$ cat src/rtl/bp_pht_ctrl_if.sv
// Request/response bundle between the fetch/execute stages and the pattern history table controller.
// Fetch and execute drive the master side; the table controller drives the slave side.
interface bp_pht_ctrl_if #(
  parameter int unsigned IDX_W = 6
) ();
  logic             flush;
  logic             lk_valid;
  logic [IDX_W-1:0] lk_idx;
  logic             lk_ready;
  logic             pred_valid;
  logic             pred_taken;
  logic             up_valid;
  logic [IDX_W-1:0] up_idx;
  logic             up_taken;
  logic             up_ready;
  logic             init_busy;

  modport master (
    output flush, lk_valid, lk_idx, up_valid, up_idx, up_taken,
    input  lk_ready, pred_valid, pred_taken, up_ready, init_busy
  );

  modport slave (
    input  flush, lk_valid, lk_idx, up_valid, up_idx, up_taken,
    output lk_ready, pred_valid, pred_taken, up_ready, init_busy
  );
endinterface

$ cat src/rtl/bp_pht_ctrl.sv
// Pattern history table controller: owns an array of saturating counters, sweeps it to INIT_VAL
// after reset or flush, then serves 1-cycle lookups and single-cycle read-modify-write updates.
module bp_pht_ctrl #(
  parameter int unsigned      IDX_W    = 6,
  parameter int unsigned      CTR_W    = 2,
  parameter logic [CTR_W-1:0] INIT_VAL = CTR_W'(2'b10)
) (
  input logic            clk,
  input logic            rst,
  bp_pht_ctrl_if.slave   bus
);

  localparam int unsigned      DEPTH    = 1 << IDX_W;
  localparam logic [IDX_W-1:0] PTR_LAST = '1;

  typedef enum logic {
    S_INIT,
    S_RUN
  } state_t;

  state_t           r_state;
  logic [IDX_W-1:0] r_ptr;
  logic             r_run;
  logic             r_pred_valid;
  logic             r_pred_taken;
  logic [CTR_W-1:0] r_tbl [DEPTH];

  logic             w_lk_acc;
  logic             w_up_acc;
  logic [CTR_W-1:0] w_up_cur;
  logic [CTR_W-1:0] w_up_nxt;

  assign w_lk_acc = bus.lk_valid & r_run;
  // An update coinciding with flush is dropped; the sweep would overwrite it anyway.
  assign w_up_acc = bus.up_valid & r_run & ~bus.flush;

  always_comb begin
    w_up_cur = r_tbl[bus.up_idx];
    w_up_nxt = w_up_cur;
    if (bus.up_taken) begin
      if (w_up_cur != '1) w_up_nxt = w_up_cur + 1'b1;
    end else begin
      if (w_up_cur != '0) w_up_nxt = w_up_cur - 1'b1;
    end
  end

  always_ff @(posedge clk or negedge rst) begin
    if (!rst) begin
      r_state      <= S_INIT;
      r_ptr        <= '0;
      r_run        <= 1'b0;
      r_pred_valid <= 1'b0;
      r_pred_taken <= 1'b0;
    end else begin
      // Lookup reads the pre-update entry, so a same-cycle update is not bypassed.
      r_pred_valid <= w_lk_acc;
      if (w_lk_acc) r_pred_taken <= r_tbl[bus.lk_idx][CTR_W-1];

      case (r_state)
        S_INIT: begin
          if (bus.flush) begin
            r_ptr <= '0;
          end else begin
            r_ptr <= r_ptr + 1'b1;
            if (r_ptr == PTR_LAST) begin
              r_state <= S_RUN;
              r_run   <= 1'b1;
            end
          end
        end
        S_RUN: begin
          if (bus.flush) begin
            r_state <= S_INIT;
            r_ptr   <= '0;
            r_run   <= 1'b0;
          end
        end
        default: begin
          r_state <= S_INIT;
          r_ptr   <= '0;
          r_run   <= 1'b0;
        end
      endcase
    end
  end

  // Storage carries no reset; contents are defined only once the sweep has rewritten them.
  always_ff @(posedge clk) begin
    if (r_state == S_INIT) begin
      r_tbl[r_ptr] <= INIT_VAL;
    end else if (w_up_acc) begin
      r_tbl[bus.up_idx] <= w_up_nxt;
    end
  end

  assign bus.lk_ready   = r_run;
  assign bus.up_ready   = r_run;
  assign bus.init_busy  = ~r_run;
  assign bus.pred_valid = r_pred_valid;
  assign bus.pred_taken = r_pred_taken;

endmodule
$ cat src/flat_wrapper.sv
// flat-port wrapper written by rule: the top's interface ports become plain ports
module bp_pht_ctrl_flat 
#(
  parameter int unsigned      IDX_W    = 6,
  parameter int unsigned      CTR_W    = 2,
  parameter logic [CTR_W-1:0] INIT_VAL = CTR_W'(2'b10)
)
  (clk, rst, bus_flush, bus_lk_valid, bus_lk_idx, bus_up_valid, bus_up_idx, bus_up_taken, bus_lk_ready, bus_pred_valid, bus_pred_taken, bus_up_ready, bus_init_busy);
  bp_pht_ctrl_if #(.IDX_W(IDX_W)) bus_i ();
  input logic clk;
  input logic rst;
  input wire logic [$bits(bus_i.flush)-1:0] bus_flush;
  input wire logic [$bits(bus_i.lk_valid)-1:0] bus_lk_valid;
  input wire logic [$bits(bus_i.lk_idx)-1:0] bus_lk_idx;
  input wire logic [$bits(bus_i.up_valid)-1:0] bus_up_valid;
  input wire logic [$bits(bus_i.up_idx)-1:0] bus_up_idx;
  input wire logic [$bits(bus_i.up_taken)-1:0] bus_up_taken;
  output wire logic [$bits(bus_i.lk_ready)-1:0] bus_lk_ready;
  output wire logic [$bits(bus_i.pred_valid)-1:0] bus_pred_valid;
  output wire logic [$bits(bus_i.pred_taken)-1:0] bus_pred_taken;
  output wire logic [$bits(bus_i.up_ready)-1:0] bus_up_ready;
  output wire logic [$bits(bus_i.init_busy)-1:0] bus_init_busy;
  assign bus_i.flush = bus_flush;
  assign bus_i.lk_valid = bus_lk_valid;
  assign bus_i.lk_idx = bus_lk_idx;
  assign bus_i.up_valid = bus_up_valid;
  assign bus_i.up_idx = bus_up_idx;
  assign bus_i.up_taken = bus_up_taken;
  assign bus_lk_ready = bus_i.lk_ready;
  assign bus_pred_valid = bus_i.pred_valid;
  assign bus_pred_taken = bus_i.pred_taken;
  assign bus_up_ready = bus_i.up_ready;
  assign bus_init_busy = bus_i.init_busy;
  bp_pht_ctrl #(.IDX_W(IDX_W), .CTR_W(CTR_W), .INIT_VAL(INIT_VAL)) u_core (.clk(clk), .rst(rst), .bus(bus_i));
endmodule
$ cat config.mk
export PLATFORM = sky130hd
export DESIGN_NAME = bp_pht_ctrl_flat
export DESIGN_NICKNAME = d
export VERILOG_FILES = /design/src/rtl/bp_pht_ctrl_if.sv /design/src/rtl/bp_pht_ctrl.sv /design/src/flat_wrapper.sv
export SDC_FILE = /design/constraint.sdc
export NUM_CORES = 1
export LEC_CHECK = 0
export BUFFER_PORTS_ARGS = -buffer_cell sky130_fd_sc_hd__buf_2
export CORE_ASPECT_RATIO = 0.7
export CORE_MARGIN = 4
export CORE_UTILIZATION = 40
export DETAILED_ROUTE_END_ITERATION = 12
export PLACE_DENSITY_LB_ADDON = 0.1
export SYNTH_ARGS = -nofsm -noshare
export SYNTH_HDL_FRONTEND = slang
export SYNTH_SLANG_ARGS = --single-unit
$ cat constraint.sdc
create_clock -name clk -period 7.9 [get_ports clk]
set_clock_uncertainty 0.1 [all_clocks]
set_input_delay 0.395 -clock clk [delete_from_list [all_inputs] [get_ports clk]]
set_output_delay 0.395 -clock clk [all_outputs]
set_load 0.05 [all_outputs]
==> results.md <==
- Worst-Margin Slew: 0.948 ns
- Largest net degree at the start of global routing: 65
- Crit path launch type: input pin
- Reg2reg start: u_core.r_tbl[30][0]
- Post-synth top area cell: edfxtp_1
- Clk_lat worst skew: 0.41 ns
- Compound-Gate Fraction of Synth Area: 4.59%
- Dpl hpwl: 10100 um
- Setup Fix Bufs, Post-CTS: 0
- Post-synthesis xor/xnor area fraction: 0.681%
- Crit path launch: bus_up_idx[0]
- Slowest cell delay on critical path: 0.60 ns
- Hold Path Depth: 3
- Root buffer cell: clkbuf_16
- Post-Syn Instances: 405
- Layout fillers: 1357
- CP required: 7.98 ns
- Clock-pin slew on the worst setup and hold paths: 0.06 ns
- Mapped cell area: 0.00643 mm2
- CTS tree: yes
- DR DRC count: 0
- CTS Sinks: 138
- Critical path data arrival time: 3.68 ns
- Synth async-reset ratio: 7.25%
- Critical-path maximum fanout: 37
- Status: finished clean
- Synth top area share: 59.7%
- FP Rows: 38
- Syn Nets: 424
- DR vias: 3690
- Fin crit share: 45.6%
- Max-slew headroom: 36.8%
- Avg Cell Area, Syn: 15.9 um2
- Worst R2R Path Depth: 7
- Area share of fa/ha/maj cells after synthesis: 0.350%
- Share of cells above drive strength 1: 24.7%
- Total negative setup slack: 0 ns
- Die area: 0.0182 mm2
- Setup violations, final: 0
- Via density: 5.75
- Leakage Power: 2.57 nW
- Worst ir drop on vdd: 118 uV
- DIE WIDTH: 160 um
- Post-CTS sizing: 0
- Grt total ovfl: 0
- Peak Freq: 277 MHz
- Worst path cell trace: buf_2 -> buf_4 -> mux4_2 -> a22oi_1 -> a21oi_1 -> nor4_2 -> o21ai_1 -> a21oi_4 -> buf_4
- Multiplexer area fraction after synthesis: 19.3%
- Largest family of logic cells by synthesized area: multiplexers
- Max-slew violations: 0
- Vias in the first global route: 3804
- CP most frequent cell: buf_4
- Die height: 114 um
- DR WL/cell: 23.9 um
- Hold Crit Start: bus_lk_valid
- # IOs: 23
- Slowest-stage cell, CP: mux4_2
- Post-route ant nets: 0
- Num CTS Buffers: 17
- Htree depth: 4
- Ant diodes: 0
- Max Cap Violations: 0
- WL final: 15300 um
- Total Power: 1.71 mW
- CP endpoint kind: register
- Clk buf depth: 2
- DRT Pass-1 Iters: 5
- GRT Resource Usage Total: 17.7%
- Final Hold Vio Count: 0
- Core Box Area: 0.0156 mm2
- Setup Crit Path Kind: in -> reg
- Post-synth EDFFs: 128
- Yosys cell types: 43
- RePlAce Congestion: 0.764
- First-pass GRT wire length: 23400 um
- Flops & latches, synth: 138
- Synth-to-layout area growth: 13.6%
- Power Dens Cells: 233 mW/mm2
- Most area-consuming cells after synthesis: edfxtp_1, mux4_2, nor2_1
- Synth warnings: 0
- Initial antenna violation count: 0
- Seq/Total Area, Yosys: 63.6%
- DRT iter0 DRCs: 369
- Fin crit period: 3.60 ns
- RSZ-0062 raised after global routing: no
- Input/output buffers: 22
- Starting Density: 41.1%
- Hold buffers post-CTS: 1
- Worst min path class: in -> reg
- # nets final: 448
- Main synth FF type: edfxtp_1
- Post-synthesis simple-gate area fraction: 9.16%
## cell usage after synthesis, types with 4 or more instances
library cell,count
mux4_2,47
nand2_1,32
nand3b_1,5
o21ai_0,4
nand3_1,4
edfxtp_1,128
nor2_1,73
o21ai_1,4
a22oi_1,14
nand2b_1,5
nor2b_1,4
mux4_1,5
dfrtp_1,10
clkbuf_1,10
inv_1,5
a21oi_1,8
## placed cells by master (no fill, tap or decap), drive strengths merged, types with 2 or more instances in the layout
cell type    n
edfxtp     128
nor2        73
mux4        52
nand2       32
buf         25
clkbuf      19
a22oi       16
dfrtp       10
a21oi        8
inv          8
o21ai        8
nand2b       5
nand3b       5
clkinvlp     5
nor2b        4
nand3        4
or3          3
mux2i        3
o21a         3
xor2         3
bufinv       3
a211oi       2
mux2         2
o31ai        2
nand4        2
xnor2        2
or4          2
nor4         2
clkinv       2
## metrics by stage
stage / cells / area [um2] / setup slack, ns / hold slack [ns] / util [%]
2_1_floorplan: 405 / 6430 / 3.54 / -0.000591 / -
6_report: 642 / 7310 / 4.30 / 0.133 / 46.7
3_3_place_gp: 609 / 6700 / 4.02 / 0.168 / 42.8
3_5_place_dp: 609 / 6700 / 3.87 / 0.174 / 42.8
5_1_grt: 642 / 7310 / 4.08 / 0.161 / 46.7
4_1_cts: 642 / 7310 / 4.28 / 0.123 / 46.7
## layer usage
metal,vias up,GRT usage [%],share of wire (%)
li1,1660,-,-
met1,1931,26.1,48
met2,90,27.2,46
met3,9,3.99,4.9
met4,0,4.16,0.72
met5,-,0,0
## path summary, 6_finish.rpt
path,slack [ns],end
worst max-delay path,4.30,u_core.r_tbl[14][0]
worst min-delay path,0.13,u_core.bus.pred_valid
worst max register to register,4.70,u_core.r_tbl[14][0]
worst min register to register,0.39,u_core.bus.pred_taken
max in group asynchronous,7.23,u_core.bus.lk_ready
min in group asynchronous,0.27,u_core.bus.pred_valid
## area by class of cell
| type | count | area, um2 | share of cell area [%] |
|---|---|---|---|
| Clock buffer | 19 | 433 | 5.92 |
| Clock inverter | 13 | 168 | 2.29 |
| Inverter | 5 | 18.8 | 0.257 |
| Tap cell | 200 | 250 | 3.42 |
| Multi-Input combinational cell | 241 | 2200 | 30.2 |
| Sequential cell | 138 | 4090 | 56.0 |
| Timing Repair Buffer | 26 | 143 | 1.95 |
## where the power goes
group | internal (mW) | switching [mW] | total [mW]
Sequential | 0.792 | 0.00394 | 0.796
Clock | 0.500 | 0.313 | 0.813
Combinational | 0.0345 | 0.0632 | 0.0977
## worst max-delay path: cells and delay by family
family,cells,cell delay (ns)
multiplexers,1,0.60
AO/OA/AOI/OAI,4,1.14
buffers and inverters,3,1.11
AND/OR/NAND/NOR,1,0.41
## registers in the layout, summed over array words and instances (netlist names)
signal and flops:
u_core.bus.lk_ready 1, u_core.r_state 1, u_core.r_tbl 128, u_core.bus.pred_taken 1, u_core.r_ptr 6, u_core.bus.pred_valid 1
## cells by family after synthesis
| logic type | count (synthesis) |
|---|---|
| XOR/XNOR | 5 |
| multiplexers | 57 |
| flip-flops | 138 |
| AO/OA/AOI/OAI | 43 |
| AND/OR/NAND/NOR | 134 |
| adder cells (fa/ha/maj) | 2 |
| buffers and inverters | 26 |
Note: power is estimated with default switching activity, not from simulation.
